<file path="src/rtl/dac_pkg.sv">
// dac_pkg: shared code width, mode encodings and FSM states for the DAC sample sequencer
package dac_pkg;

   localparam int DAC_CODE_W = 12;

   typedef enum logic [1:0] {
      MODE_CONST = 2'b00,
      MODE_SAW   = 2'b01,
      MODE_TRI   = 2'b10,
      MODE_RSVD  = 2'b11
   } dac_mode_e;

   typedef enum logic [1:0] {
      IDLE,
      WAIT_TICK,
      PRESENT
   } dac_state_e;

endpackage

</file>
<file path="src/rtl/dac_rate_tick.sv">
// dac_rate_tick: sample-period counter, one-cycle tick every rate_div+1 cycles while not cleared
module dac_rate_tick #(
   parameter int RATE_W = 16
) (
   input  logic              clk_X4,
   input  logic              rst_n,
   input  logic              clear,
   input  logic [RATE_W-1:0] rate_div,
   output logic              tick
);

   logic [RATE_W-1:0] cnt_q, cnt_d;

   // tick on terminal count, then restart from zero; clear holds the count at zero
   always_comb begin
      tick  = !clear && (cnt_q == rate_div);
      cnt_d = (clear || tick) ? '0 : cnt_q + 1'b1;
   end

   // counter register, shares the DAC driver's falling edge
   always_ff @(negedge clk_X4 or negedge rst_n)
      if (!rst_n) cnt_q <= '0;
      else        cnt_q <= cnt_d;

endmodule

</file>
<file path="src/rtl/dac_sample_sequencer.sv">
// dac_sample_sequencer: paced constant/sawtooth/triangle code generator with valid/ready output
// Triangle mode is built only when DAC_SEQ_TRIANGLE_EN is defined; otherwise mode 10 acts as sawtooth.
module dac_sample_sequencer
   import dac_pkg::*;
#(
   parameter int DATA_W = DAC_CODE_W,
   parameter int RATE_W = 16
) (
   input  logic              clk_X4,
   input  logic              rst_n,
   input  logic              enable,
   input  logic [1:0]        mode,
   input  logic [DATA_W-1:0] const_code,
   input  logic [DATA_W-1:0] step,
   input  logic [RATE_W-1:0] rate_div,
   output logic [DATA_W-1:0] sample,
   output logic              sample_valid,
   input  logic              sample_ready,
   output logic              overrun
);

   dac_state_e        state_q, state_d;
   logic [DATA_W-1:0] sample_q, sample_d, adv;
   logic              valid_q, valid_d, overrun_q, overrun_d;
   logic              tick, xfer, clear;
`ifdef DAC_SEQ_TRIANGLE_EN
   logic [DATA_W:0]   sum;
   logic              dn_q, dn_d, adv_dn;
`endif

   assign xfer         = valid_q && sample_ready;
   assign clear        = (state_q == IDLE);
   assign sample       = sample_q;
   assign sample_valid = valid_q;
   assign overrun      = overrun_q;

   dac_rate_tick #(.RATE_W(RATE_W)) u_rate_tick (
      .clk_X4   (clk_X4),
      .rst_n    (rst_n),
      .clear    (clear),
      .rate_div (rate_div),
      .tick     (tick)
   );

   // code that follows the current one once it has been accepted
   always_comb begin
      adv = (mode == MODE_SAW || mode == MODE_TRI) ? sample_q + step : const_code;
`ifdef DAC_SEQ_TRIANGLE_EN
      sum    = {1'b0, sample_q} + {1'b0, step};
      adv_dn = dn_q;
      if (mode == MODE_TRI && !dn_q) begin
         adv    = sum[DATA_W] ? '1 : sum[DATA_W-1:0];
         adv_dn = sum[DATA_W];
      end else if (mode == MODE_TRI) begin
         adv    = (sample_q < step) ? '0 : sample_q - step;
         adv_dn = !(sample_q < step);
      end
`endif
   end

   // sequencing: load on start, advance on transfer, flag ticks that find the sample still pending
   always_comb begin
      state_d   = state_q;
      sample_d  = sample_q;
      overrun_d = overrun_q;
`ifdef DAC_SEQ_TRIANGLE_EN
      dn_d      = dn_q;
`endif
      if (!enable) begin
         state_d   = IDLE;
         overrun_d = 1'b0;
      end else if (state_q == IDLE) begin
         state_d  = WAIT_TICK;
         sample_d = const_code;
`ifdef DAC_SEQ_TRIANGLE_EN
         dn_d     = 1'b0;
`endif
      end else begin
         if (xfer) begin
            sample_d = adv;
`ifdef DAC_SEQ_TRIANGLE_EN
            dn_d     = adv_dn;
`endif
         end
         if (tick && valid_q && !xfer) overrun_d = 1'b1;
         state_d = (tick || (valid_q && !xfer)) ? PRESENT : WAIT_TICK;
      end
      valid_d = (state_d == PRESENT);
   end

   // state and registered outputs
   always_ff @(negedge clk_X4 or negedge rst_n)
      if (!rst_n) begin
         state_q   <= IDLE;
         sample_q  <= '0;
         valid_q   <= 1'b0;
         overrun_q <= 1'b0;
`ifdef DAC_SEQ_TRIANGLE_EN
         dn_q      <= 1'b0;
`endif
      end else begin
         state_q   <= state_d;
         sample_q  <= sample_d;
         valid_q   <= valid_d;
         overrun_q <= overrun_d;
`ifdef DAC_SEQ_TRIANGLE_EN
         dn_q      <= dn_d;
`endif
      end

endmodule

</file>
<file path="config.mk">
export PLATFORM = sky130hd
export DESIGN_NAME = dac_sample_sequencer
export DESIGN_NICKNAME = d
export VERILOG_FILES = /design/src/rtl/dac_pkg.sv /design/src/rtl/dac_rate_tick.sv /design/src/rtl/dac_sample_sequencer.sv
export SDC_FILE = /design/constraint.sdc
export NUM_CORES = 1
export LEC_CHECK = 0
export BUFFER_PORTS_ARGS = -buffer_cell sky130_fd_sc_hd__buf_2
export CORE_MARGIN = 3
export CORE_UTILIZATION = 33
export CTS_CLUSTER_DIAMETER = 150
export DETAILED_ROUTE_END_ITERATION = 10
export SLEW_MARGIN = 20
export SYNTH_ARGS = -nofsm -noshare
export SYNTH_HDL_FRONTEND = slang
export SYNTH_SLANG_ARGS = --single-unit
</file>
<file path="constraint.sdc">
create_clock -name clk_X4 -period 2.85 [get_ports clk_X4]
set_input_delay 0.4275 -clock clk_X4 [delete_from_list [all_inputs] [get_ports clk_X4]]
set_output_delay 0.4275 -clock clk_X4 [all_outputs]
set_load 0.01 [all_outputs]
</file>
==> flow_metrics.py <==
metrics = {
    "pwr": {
        "power_density_nw_per_um2": 477,
        "combPwrFrac": 0.426,
        "p_leak_uw": 0.00152,
        "worst_ir_drop_vdd_v": 0.000292,
        "p_int_uw": 1050,
        "clock_power_frac": 0.231,
        "pwr-share-seq": 0.343,
        "sw_frac_of_total": 0.337,
        "p_sw_uw": 534,
    },
    "synth": {
        "share_of_the_synthesized_area_in_the_top_cell_type": 0.362,
        "ys_dominant_reg_cell": "sky130_fd_sc_hd__dfrtn_1",
        "synthDistinctLibCells": 46,
        "summed_instance_area_of_the_synthesized_netlist_um2": 2210,
        "yosys_warnings": 0,
        "synth_top_family_by_area": "simple AND/OR/NAND/NOR gates",
        "yosys.area_share.adder": 0.0768,
        "mean_cell_area_of_the_mapped_netlist_um2": 8.93,
        "synth_enable_flop_cells": 0,
        "post_synth_inst_count": 248,
        "synth_mux_area_frac": 0.00904,
        "ys_seq_elements": 32,
        "synth-compound-area-share": 0.181,
        "async_flop_share": 1.00,
        "synth-xor-area-share": 0.131,
        "synth.top_cells.by_area": "sky130_fd_sc_hd__dfrtn_1 (36%), sky130_fd_sc_hd__xor2_1 (11%), sky130_fd_sc_hd__ha_1 (6.8%)",
        "synth_fp_nets": 307,
        "synth_top_cell_by_area": "sky130_fd_sc_hd__dfrtn_1",
        "post_synth_and_or_nand_nor_area_fraction": 0.217,
        "yosysSeqAreaShare": 0.362,
    },
    "timing": {
        "fin_skew_ps": 8.08,
        "finalHoldWorstSlack_ps": 437,
        "final_hold_viol_count": 0,
        "worst-slew-pin-transition_ps": 438,
        "rsz_0062_raised_after_global_routing": "yes",
        "timing_max_transition_violations_final": 0,
        "setup-violations-final": 25,
        "slew_headroom": 0.707,
        "timing.final.ws_setup_ps": -438,
    },
    "placed_design": {
        "io_buffer_count": 59,
        "dpl.cell_count": 415,
        "post-dp-hpwl_um": 4760,
        "place_area_um2": 3010,
        "gp_congestion": 0.773,
        "place_ws_ps": -720,
    },
    "detailed_routing": {
        "drcViolationCount": 0,
        "wire_length_the_detailed_router_placed_on_met1_um": 2620,
        "drtPass1Iterations": 4,
        "uppermost_layer_routed": "met4",
        "initial_detailed_routing_violation_count": 62,
        "wire_length_per_cell_after_detailed_routing_um": 14.2,
        "routed_via_density": 5.05,
        "detailroute.wirelength.met3_um": 312,
        "routed-wl-met2_um": 3100,
        "postRouteWirelength_um": 6100,
        "via_count": 2166,
        "ant_nets": 0,
    },
    "min_path": {
        "min-delay-start": "overrun$_DFFE_NN0P_",
        "worst_hold_path.num_cells": 1,
        "hp-class": "reg -> reg",
        "min_delay_worst_endpoint": "overrun$_DFFE_NN0P_",
    },
    "setup_path": {
        "critPathArrivalTime_ps": 2000,
        "cp-end-kind": "register",
        "timing.rr.start": "sample[1]$_DFFE_NN0P_",
        "worst-r2r-cell-count": 8,
        "criticalPathCategory": "in -> reg",
        "cp-start-kind": "input port",
        "crit_path_top_delay_cell": "sky130_fd_sc_hd__or3_1",
        "worstPathMaxFanout": 2,
        "worst_reg_to_reg_setup_slack_ps": 640,
        "cp_cell_instances": "buf_8 -> ha_4 -> a211oi_4 -> nor4_2 -> or3_1 -> and3_4 -> mux2i_1 -> a221o_1",
        "worstPathRequired_ps": 1560,
        "slowest_delay_ps": 370,
        "regToRegEndpoint": "sample[11]$_DFFE_NN0P_",
    },
    "clocking": {
        "cts_inserted_buffers": 5,
        "clock_transition_at_the_registers_of_the_reported_paths_ps": 50,
        "clock_tree.root_cell": "sky130_fd_sc_hd__clkbuf_8",
        "cts_max_path_buffers": 2,
        "cts_htree_levels": 2,
        "clock_latency_on_the_worst_skew_pair_ps": 290,
        "cts.sink_count": 32,
        "number_of_hold_buffers_added_after_cts": 0,
        "cts_tree": "done",
    },
    "floorplan": {
        "row_count": 29,
        "initial_utilization": 0.345,
        "io_pins": 60,
        "die-width_um": 87.9,
        "die_height_um": 87.9,
        "floorplan.die_area_um2": 7730,
        "core-area_um2": 6420,
    },
    "finish": {
        "layout-drive-gt1-share": 0.415,
        "postLayoutCellArea_um2": 3330,
        "nets": 410,
        "layoutNonFillerInstCount": 429,
        "area_growth_pct": 50.5,
        "antenna_cells_inserted": 0,
    },
    "grt": {
        "initial_antenna_violation_count": 0,
        "number_of_global_route_vias_before_repair": 2105,
        "grt_max_degree": 18,
        "grt_residual_overflow": 0,
        "grt_use_total": 0.161,
        "global_route_wire_length_before_repair_um": 9720,
    },
    "status": {
        "outcome": "finished, violations left",
        "failed_checks": "negative setup slack",
    },
    "run": {
        "maxCapViolations": 0,
    },
}
==> kinds of logic after synthesis <==
logic type	Yosys count
XOR/XNOR	33
adder cells (fa/ha/maj)	13
AND/OR/NAND/NOR	95
multiplexers	2
flip-flops	32
buffers and inverters	13
AO/OA/AOI/OAI	60
==> worst max-delay path: cells and delay by family <==
family                     cells  cell delay (ps)
and+or+nand+nor                3              620
AOI/OAI and AO/OA              2              510
adders and majority gates      1              220
muxes                          1              110
buffers and inverters          1              100
==> per-layer routing <==
metal  GRT usage  vias up
li1            -     1102
met1       0.200     1008
met2       0.282       48
met3      0.0367        8
met4      0.0404        0
met5           0        -
==> worst max-delay path by stage <==
stage / from / endpoint / slack, ps / depth (start not counted)
3_3_place_gp: step[0] / sample[6]$_DFFE_NN0P_ / -710 / 10
6_report: step[1] / sample[11]$_DFFE_NN0P_ / -440 / 8
4_1_cts: step[0] / sample[6]$_DFFE_NN0P_ / -390 / 10
5_1_grt: step[7] / sample[11]$_DFFE_NN0P_ / -490 / 8
3_5_place_dp: step[10] / sample[11]$_DFFE_NN0P_ / -720 / 8
2_1_floorplan: step[0] / sample[6]$_DFFE_NN0P_ / -520 / 9
==> Yosys cell counts (3+ instances only) <==
cell                         n
sky130_fd_sc_hd__nor4_1      4
sky130_fd_sc_hd__nand3_1    15
sky130_fd_sc_hd__o21ai_1     5
sky130_fd_sc_hd__o211ai_1    3
sky130_fd_sc_hd__nor2_1     26
sky130_fd_sc_hd__and2_1      3
sky130_fd_sc_hd__or3_1       4
sky130_fd_sc_hd__dfrtn_1    32
sky130_fd_sc_hd__clkbuf_1    4
sky130_fd_sc_hd__xnor2_1     4
sky130_fd_sc_hd__a21oi_1    15
sky130_fd_sc_hd__ha_1       12
sky130_fd_sc_hd__inv_1       6
sky130_fd_sc_hd__and3_1      4
sky130_fd_sc_hd__xor2_1     29
sky130_fd_sc_hd__nand2_1    16
sky130_fd_sc_hd__buf_2       3
sky130_fd_sc_hd__nor3_1      4
sky130_fd_sc_hd__o21ai_0     9
sky130_fd_sc_hd__nor2b_1     5
sky130_fd_sc_hd__o21a_1      7
sky130_fd_sc_hd__o2111ai_1   3
sky130_fd_sc_hd__nand4_1     6
==> repair_timing <==
action	in CTS	in global routing
gates resized for setup	15	22
setup endpoints to repair	25	31
pin swaps	15	22
endpoints found under the hold margin	0	0
setup buffers	0	6
gates cloned	0	0
==> final cells by class <==
class | count | area [µm²]
Clock buffer | 7 | 86.3
Multi-Input combinational cell | 203 | 1610
Clock inverter | 1 | 7.51
Inverter | 6 | 22.5
Tap cell | 77 | 96.3
Sequential cell | 32 | 801
Timing Repair Buffer | 103 | 712
Fill cell | 606 | 3090
==> stage by stage <==
stage | total power [µW] | setup TNS (ps) | utilization
2_1_floorplan | 903 | -3540 | -
5_1_grt | 1690 | -5150 | 0.519
4_1_cts | 1550 | -2020 | 0.494
3_5_place_dp | 1140 | -12100 | 0.468
6_report | 1590 | -2530 | 0.519
3_3_place_gp | 1140 | -11950 | 0.468
==> flip-flops by register name, summed over array words and instances, names as in the netlist <==
signal,flops
sample,12
sample_valid,1
state_q,2
u_rate_tick.cnt_q,16
overrun,1
==> cell usage in the layout (no fill, tap or decap), drive strengths merged, types with 6 or more instances in the layout <==
cell	netlist	final
a21oi	16	16
inv	6	6
nand4	6	6
o21ai	15	15
nand2	16	16
o21a	7	7
xor2	29	29
ha	12	12
clkbuf	4	7
dfrtn	32	32
nor2	26	26
buf	3	103
nand3	15	15
==> power groups by stage <==
stage	Sequential [µW]	Combinational, µW	Clock [µW]
final	545	676	367
after detailed placement	554	590	0
after floorplan	560	343	0
after CTS	546	619	381
after global routing	551	744	399
after global placement	553	583	0
(Power assumes the default switching activity.)
